[src/rtl/reg_file.sv]
// Architectural register file with per-register rename tags (busy + ROB index).
// Reads are combinational with a same-cycle commit bypass; x0 is hardwired to zero.
module reg_file #(
  parameter int REG_NUM   = 32,
  parameter int ROB_IDX_W = 4,
  parameter int DATA_W    = 32
) (
  input  logic                 clk,
  input  logic                 rst_in,
  input  logic                 rdy_in,
  input  logic                 roll_back,
  input  logic                 de_rename_en,
  input  logic [4:0]           de_rename_rd,
  input  logic [ROB_IDX_W-1:0] de_rename_rob_idx,
  input  logic [4:0]           rs1_idx,
  input  logic [4:0]           rs2_idx,
  output logic                 rs1_busy,
  output logic [ROB_IDX_W-1:0] rs1_dep,
  output logic [DATA_W-1:0]    rs1_val,
  output logic                 rs2_busy,
  output logic [ROB_IDX_W-1:0] rs2_dep,
  output logic [DATA_W-1:0]    rs2_val,
  input  logic                 rf_in_en,
  input  logic [ROB_IDX_W-1:0] rf_rob_idx_in,
  input  logic [4:0]           rf_dest_in,
  input  logic [DATA_W-1:0]    rf_val_in
);

  logic [DATA_W-1:0]    val_r  [REG_NUM];
  logic                 busy_r [REG_NUM];
  logic [ROB_IDX_W-1:0] dep_r  [REG_NUM];

  logic commit_ok;
  logic rename_ok;
  logic commit_clears;

  assign commit_ok     = rf_in_en && (rf_dest_in != 5'd0);
  assign rename_ok     = de_rename_en && !roll_back && (de_rename_rd != 5'd0);
  // Only the newest writer's commit may release the tag; an older one leaves it alone.
  assign commit_clears = busy_r[rf_dest_in] && (dep_r[rf_dest_in] == rf_rob_idx_in);

  // State update: commit writes value, rename overrides tag, roll_back clears all tags.
  always_ff @(posedge clk or posedge rst_in) begin
    if (rst_in) begin
      for (int i = 0; i < REG_NUM; i++) begin
        val_r[i]  <= {DATA_W{1'b0}};
        busy_r[i] <= 1'b0;
        dep_r[i]  <= {ROB_IDX_W{1'b0}};
      end
    end else if (rdy_in) begin
      if (commit_ok) begin
        val_r[rf_dest_in] <= rf_val_in;
        if (commit_clears) begin
          busy_r[rf_dest_in] <= 1'b0;
        end
      end
      if (roll_back) begin
        for (int i = 0; i < REG_NUM; i++) begin
          busy_r[i] <= 1'b0;
          dep_r[i]  <= {ROB_IDX_W{1'b0}};
        end
      end else if (rename_ok) begin
        busy_r[de_rename_rd] <= 1'b1;
        dep_r[de_rename_rd]  <= de_rename_rob_idx;
      end
    end
  end

  // Source 1 lookup with commit bypass; same-cycle renames are deliberately not visible.
  always_comb begin
    rs1_busy = 1'b0;
    rs1_dep  = {ROB_IDX_W{1'b0}};
    rs1_val  = {DATA_W{1'b0}};
    if (rs1_idx == 5'd0) begin
      rs1_busy = 1'b0;
    end else if (rf_in_en && (rf_dest_in == rs1_idx) && busy_r[rs1_idx] &&
                 (dep_r[rs1_idx] == rf_rob_idx_in)) begin
      rs1_val = rf_val_in;
    end else begin
      rs1_busy = busy_r[rs1_idx];
      rs1_dep  = busy_r[rs1_idx] ? dep_r[rs1_idx] : {ROB_IDX_W{1'b0}};
      rs1_val  = val_r[rs1_idx];
    end
  end

  // Source 2 lookup, identical to source 1.
  always_comb begin
    rs2_busy = 1'b0;
    rs2_dep  = {ROB_IDX_W{1'b0}};
    rs2_val  = {DATA_W{1'b0}};
    if (rs2_idx == 5'd0) begin
      rs2_busy = 1'b0;
    end else if (rf_in_en && (rf_dest_in == rs2_idx) && busy_r[rs2_idx] &&
                 (dep_r[rs2_idx] == rf_rob_idx_in)) begin
      rs2_val = rf_val_in;
    end else begin
      rs2_busy = busy_r[rs2_idx];
      rs2_dep  = busy_r[rs2_idx] ? dep_r[rs2_idx] : {ROB_IDX_W{1'b0}};
      rs2_val  = val_r[rs2_idx];
    end
  end

endmodule

[config.mk]
export PLATFORM = sky130hd
export DESIGN_NAME = reg_file
export DESIGN_NICKNAME = d
export VERILOG_FILES = /design/src/rtl/reg_file.sv
export SDC_FILE = /design/constraint.sdc
export NUM_CORES = 2
export LEC_CHECK = 0
export BUFFER_PORTS_ARGS = -buffer_cell sky130_fd_sc_hd__buf_2
export CORE_ASPECT_RATIO = 1.75
export CORE_MARGIN = 4
export CORE_UTILIZATION = 58
export CTS_CLUSTER_DIAMETER = 50
export DETAILED_ROUTE_END_ITERATION = 8
export PLACE_DENSITY_LB_ADDON = 0.05
export SYNTH_ARGS = -nofsm -noshare
export SYNTH_HDL_FRONTEND = slang
export SYNTH_SLANG_ARGS = --single-unit
export TNS_END_PERCENT = 10
[constraint.sdc]
create_clock -name clk -period 37 [get_ports clk]
set_clock_uncertainty 0.2 [all_clocks]
set_input_delay 3.7 -clock clk [delete_from_list [all_inputs] [get_ports clk]]
set_output_delay 3.7 -clock clk [all_outputs]
set_load 0.02 [all_outputs]
* Yosys cells after proc, flatten, opt, wreduce, memory -nomap -nowiden
Index checks and enable logic that the tools add are counted. W data, S select, Z words.
Cells by class: magnitude comparators 6, equal/unequal tests 5, mux-type cells 55, bitwise operators 7, reduce and logical (&&, ||, !) cells 20
Operator list (count):
- $bwmux W1024 | 1
- $mux W32 | 14
- $bmux W32 S5 | 2
- $mux W128 | 2
- $demux W32 S5 | 1
- $bwmux W128 | 1
- $bmux W4 S5 | 3
- $mux W4 | 13
- $and A32 B32 Y32 | 1
- $not A32 Y32 | 1
- $or A32 B32 Y32 | 1
- $ge A6 B6 Y1 const B | 4
- $not A5 Y6 | 4
- $demux W4 S5 | 1
- $bmux W1 S5 | 3
- $eq A4 B4 Y1 | 3
- $logic_and A1 B1 Y1 | 12
- $lt A6 B1 Y1 const B | 2
- $mux W1 | 12
- $demux W1 S5 | 2
- $eq A5 B5 Y1 | 2
- $logic_not A5 Y1 | 2
- $reduce_bool A5 Y1 | 2
- $reduce_and A2 Y1 | 2
- 2 further kinds | 2
Storage, ports and cells: flip-flop bits (word level) 1184, input port bits 66, output and inout port bits 74, word-level logic and storage cells 189

* Depth between registers and ports, before layout
depth in word-level cells 13, gate-level depth with buffers 15, gate-level depth less buffers 8

* Least setup slack after synthesis
OpenSTA, ideal clock, no wires.
path kind input to output, start input port rs1_idx[0], end output port rs1_val[11], arrival 6.487 ns, required time 33.100 ns, slack 26.613 ns, cell stages on the path 12, buffers on the path 5, path through buf_2 buf_2 buf_4 mux4_2 a22oi_1 a31oi_1 a21oi_1 xor2_1 nand4_1 buf_2 buf_1 a211oi_1
On the way: word-level cells in the longest chain between the ends 8, elaborated cells between the ends (all ways) 18, those cells by class eq/ne: 2; mux: 11; bitwise: 1; reduce/logical: 4
Ends and longest elaborated chain:
- from (decl) | line 15 | input logic [4:0] rs1_idx,
- $not A5 Y6 (implied by the code) | line 76, 77, 82
- $bmux W4 S5 or $bmux W1 S5 (tied branches) | line 77, 76
- $mux W4 (implied by the code) or $mux W1 (tied branches) (2 in series) | line 77, 76
- $eq A4 B4 Y1 or $logic_and A1 B1 Y1 (tied branches) | line 77, 76
- $logic_and A1 B1 Y1 | line 76 | end else if (rf_in_en && (rf_dest_in == rs1_idx) && busy_r[rs1_idx] &&
- $mux W32 | line 76
- $mux W32 * | line 74 | if (rs1_idx == 5'd0) begin
- to (decl) | line 19 | output logic [DATA_W-1:0] rs1_val,
Mark *: on every way between the ends. The rest lies on a longest branch, timed or not. The select of a mux whose other input is x is not followed.

* Worst setup path after layout
start input port rs2_idx[0], end output port rs2_val[9]
On the way: word-level cells in the longest chain between the ends 8, elaborated cells between the ends (all ways) 18, those cells by class eq/ne: 2; mux: 11; bitwise: 1; reduce/logical: 4
Ends and longest elaborated chain:
- from (decl) | line 16 | input logic [4:0] rs2_idx,
- $not A5 Y6 (implied by the code) | line 93, 94, 99
- $bmux W4 S5 or $bmux W1 S5 (tied branches) | line 94, 93
- $mux W4 (implied by the code) or $mux W1 (tied branches) (2 in series) | line 94, 93
- $eq A4 B4 Y1 or $logic_and A1 B1 Y1 (tied branches) | line 94, 93
- $logic_and A1 B1 Y1 | line 93 | end else if (rf_in_en && (rf_dest_in == rs2_idx) && busy_r[rs2_idx] &&
- $mux W32 | line 93
- $mux W32 * | line 91 | if (rs2_idx == 5'd0) begin
- to (decl) | line 22 | output logic [DATA_W-1:0] rs2_val,
Marks and branches as above.

==> reports/summary.txt <==
placer congestion estimate = 1.02
Clock Root Buffer = clkbuf_16
clock-pin slew on the worst setup and hold paths = 0.06 ns
Net Sw Frac = 26.9%
wire length on met1 = 80000 um
DR iter-0 viols = 4262
via count = 44191
CTS tree = yes
Final Power = 3.35 mW
Slew @ Worst Pin = 1.28 ns
power share of the sequential group = 46.1%
Post-CTS Setup Bufs = 0
part of the Yosys area used for sequential elements = 44.9%
DRT antenna net count = 0
DR pass1 iterations = 6
Synth Register Bits = 1184
number of remaining DRC errors = 0
Netlist Area Pre-Place = 0.0659 sq mm
clock share of power = 37.2%
Rel. slew slack = 14.3%
clk_lat worst skew = 0.74 ns
CTS Buf Count = 115
crit-path max cell delay = 0.84 ns
post-DR vias/cell = 7.19
PD cells = 47.0 mW/mm^2
Final period util = 36.3%
global-route wire length before repair = 314000 um
Initial Utilization = 58.5%
syn nets = 4788
Sw Pwr = 901 uW
Finished Layout Cells = 6143
Hold Crit Class = reg -> reg
critical-path cell list = buf_8 -> buf_4 -> buf_4 -> buf_12 -> buf_4 -> mux4_2 -> mux4_2 -> mux2i_1 -> o31ai_1 -> and3_1 -> buf_2
fin util = 63.2%
Cell Int Power = 2.45 mW
Post-CTS Hold Buffers = 0
Synth Area per Inst = 14.0 sq um
max cap viols = 0
FFs w/ async S/R, synth = 100%
cells after synthesis = 4722
DR WL met3 = 15500 um
Die Width = 263 um
Yosys top cell area share = 44.9%
Crit Path Class = in -> out
setup violators final = 0
Top-Level Pins = 140
nets = 4616
IO Port Bufs = 139
setup TNS = 0 ns
dpl ws = 23.45 ns
Critical Path Most Common Cell = buf_4
die area = 0.119 sq mm
final instance area = 0.0713 sq mm
H-tree levels = 3
status = completed
largest area contributor in the netlist = dfrtp_1
Leak = 31.7 nW
Worst Hold Slack = 0.204 ns
Max Freq = 74.5 MHz
grt total ovfl = 0
uppermost layer routed = met5
std cell rows = 163
Layout area overhead = 8.10%
core box area = 0.113 sq mm
worst-path maximum fanout = 97
Setup WS post-layout = 23.57 ns
Syn. warnings = 0
placed cells = 5918
Max IR drop VDD = 0.0377 mV
CP max stage cell = buf_4
layout cells sized above 1 = 44.9%
combinational power share = 16.7%
Worst Path Required = 33.10 ns
vias in the first global route = 45737
fin crit period = 13.43 ns
Synth Flop Type = dfrtp_1
length of routed met2 wiring = 104000 um
CP Launch Type = primary input
DP HPWL = 120000 um
routed wire length = 214000 um
unrepaired setup endpoints after global routing = false
Post-synth EDFFs = 0
CTS max path bufs = 3
height of the chip = 454 um
largest net degree at the start of global routing = 174
GR Util All Layers = 35.9%
ranking of synthesized cells by area = dfrtp_1 (45%), mux4_2 (20%), mux2_2 (17%)
placed cell areas = 0.0672 sq mm
final hold viol count = 0
antenna violations before repair = 7
Critical Path End Type = primary output
clk sink count = 1184
post-CTS resize count = 0
Netlist cell types = 60
Critical Path AT = 9.53 ns
Final Max Slew Viols = 0
DR WL/cell = 34.9 um
-- power groups by stage --
stage               Sequential [mW]  Combinational, mW  Clock [mW]
floorplan                      1.53              0.436           0
global route                   1.56              0.599        1.32
global placement               1.55              0.548           0
finish                         1.54              0.559        1.25
CTS                            1.54              0.560        1.26
detailed placement             1.56              0.559           0
-- area by class of cell --
cell class | instances | area (sq um)
Inverter | 15 | 60.1
Timing Repair Buffer | 227 | 1470
Clock inverter | 45 | 539
Multi-Input combinational cell | 3007 | 34200
Antenna cell | 9 | 22.5
Sequential cell | 1184 | 29600
Fill cell | 8557 | 41500
Tap cell | 1485 | 1860
Clock buffer | 171 | 3460
-- cell usage in the layout (no fill, tap or decap), drive strengths merged, types with 19 or more instances in the layout --
cell,n
a211oi,64
a221oi,40
nand2,180
or4,34
nand3,19
clkinv,25
a21oi,82
nor3,30
dfrtp,1184
o21ai,201
a22o,24
and3,44
o31ai,34
inv,20
buf,227
mux2,1016
clkbuf,171
nor2,145
mux2i,261
mux4,594
a22oi,71
-- metal layers --
metal,global-route usage [%],vias to the layer above
li1,-,17870
met1,46.0,23634
met2,59.1,2081
met3,5.66,604
met4,20.1,2
met5,0,-
-- flip-flops by register name, indices dropped and copies added, names as in the netlist --
| register | flops |
|---|---|
| dep_r | 128 |
| val_r | 1024 |
| busy_r | 32 |
-- cells by family after synthesis --
family	count (synthesis)	share of synthesized area (%)
multiplexers	1871	41.6
flip-flops	1184	44.9
AO/OA/AOI/OAI	572	5.57
AND/OR/NAND/NOR	543	4.00
buffers and inverters	531	3.59
XOR/XNOR	21	0.279
-- final timing paths --
| check | slack [ns] | to | from | depth (start not counted) |
|---|---|---|---|---|
| worst max-delay path | 23.57 | rs2_val[9] | rs2_idx[0] | 11 |
| min in group asynchronous | 2.88 | val_r[112] | rst_in | 2 |
| max in group asynchronous | 29.45 | val_r[157] | rst_in | 7 |
| worst max register to register | 34.06 | busy_r[22] | dep_r[48] | 9 |
| worst min register to register | 0.20 | val_r[1001] | val_r[1001] | 0 |
| worst min-delay path | 0.20 | val_r[1001] | val_r[1001] | 0 |
-- synth_stat cells, types with 34 or more instances --
master,number
clkbuf_1,306
buf_2,105
mux2i_1,261
a22oi_1,70
a221oi_1,40
and3_1,44
buf_1,58
buf_4,36
mux4_2,592
a211oi_1,64
mux2_2,1016
a21oi_1,82
o31ai_1,34
or4_1,34
nand2_1,180
o21ai_0,200
nor2_1,145
dfrtp_1,1184
-- worst max-delay path: cells and delay by family --
kind / cells / cell delay [ns]
multiplexers: 3 / 1.31
buffers and inverters: 6 / 3.84
AND/OR/NAND/NOR: 1 / 0.27
AO/OA/AOI/OAI: 1 / 0.11
No activity file was read; power rests on OpenSTA's default activity.
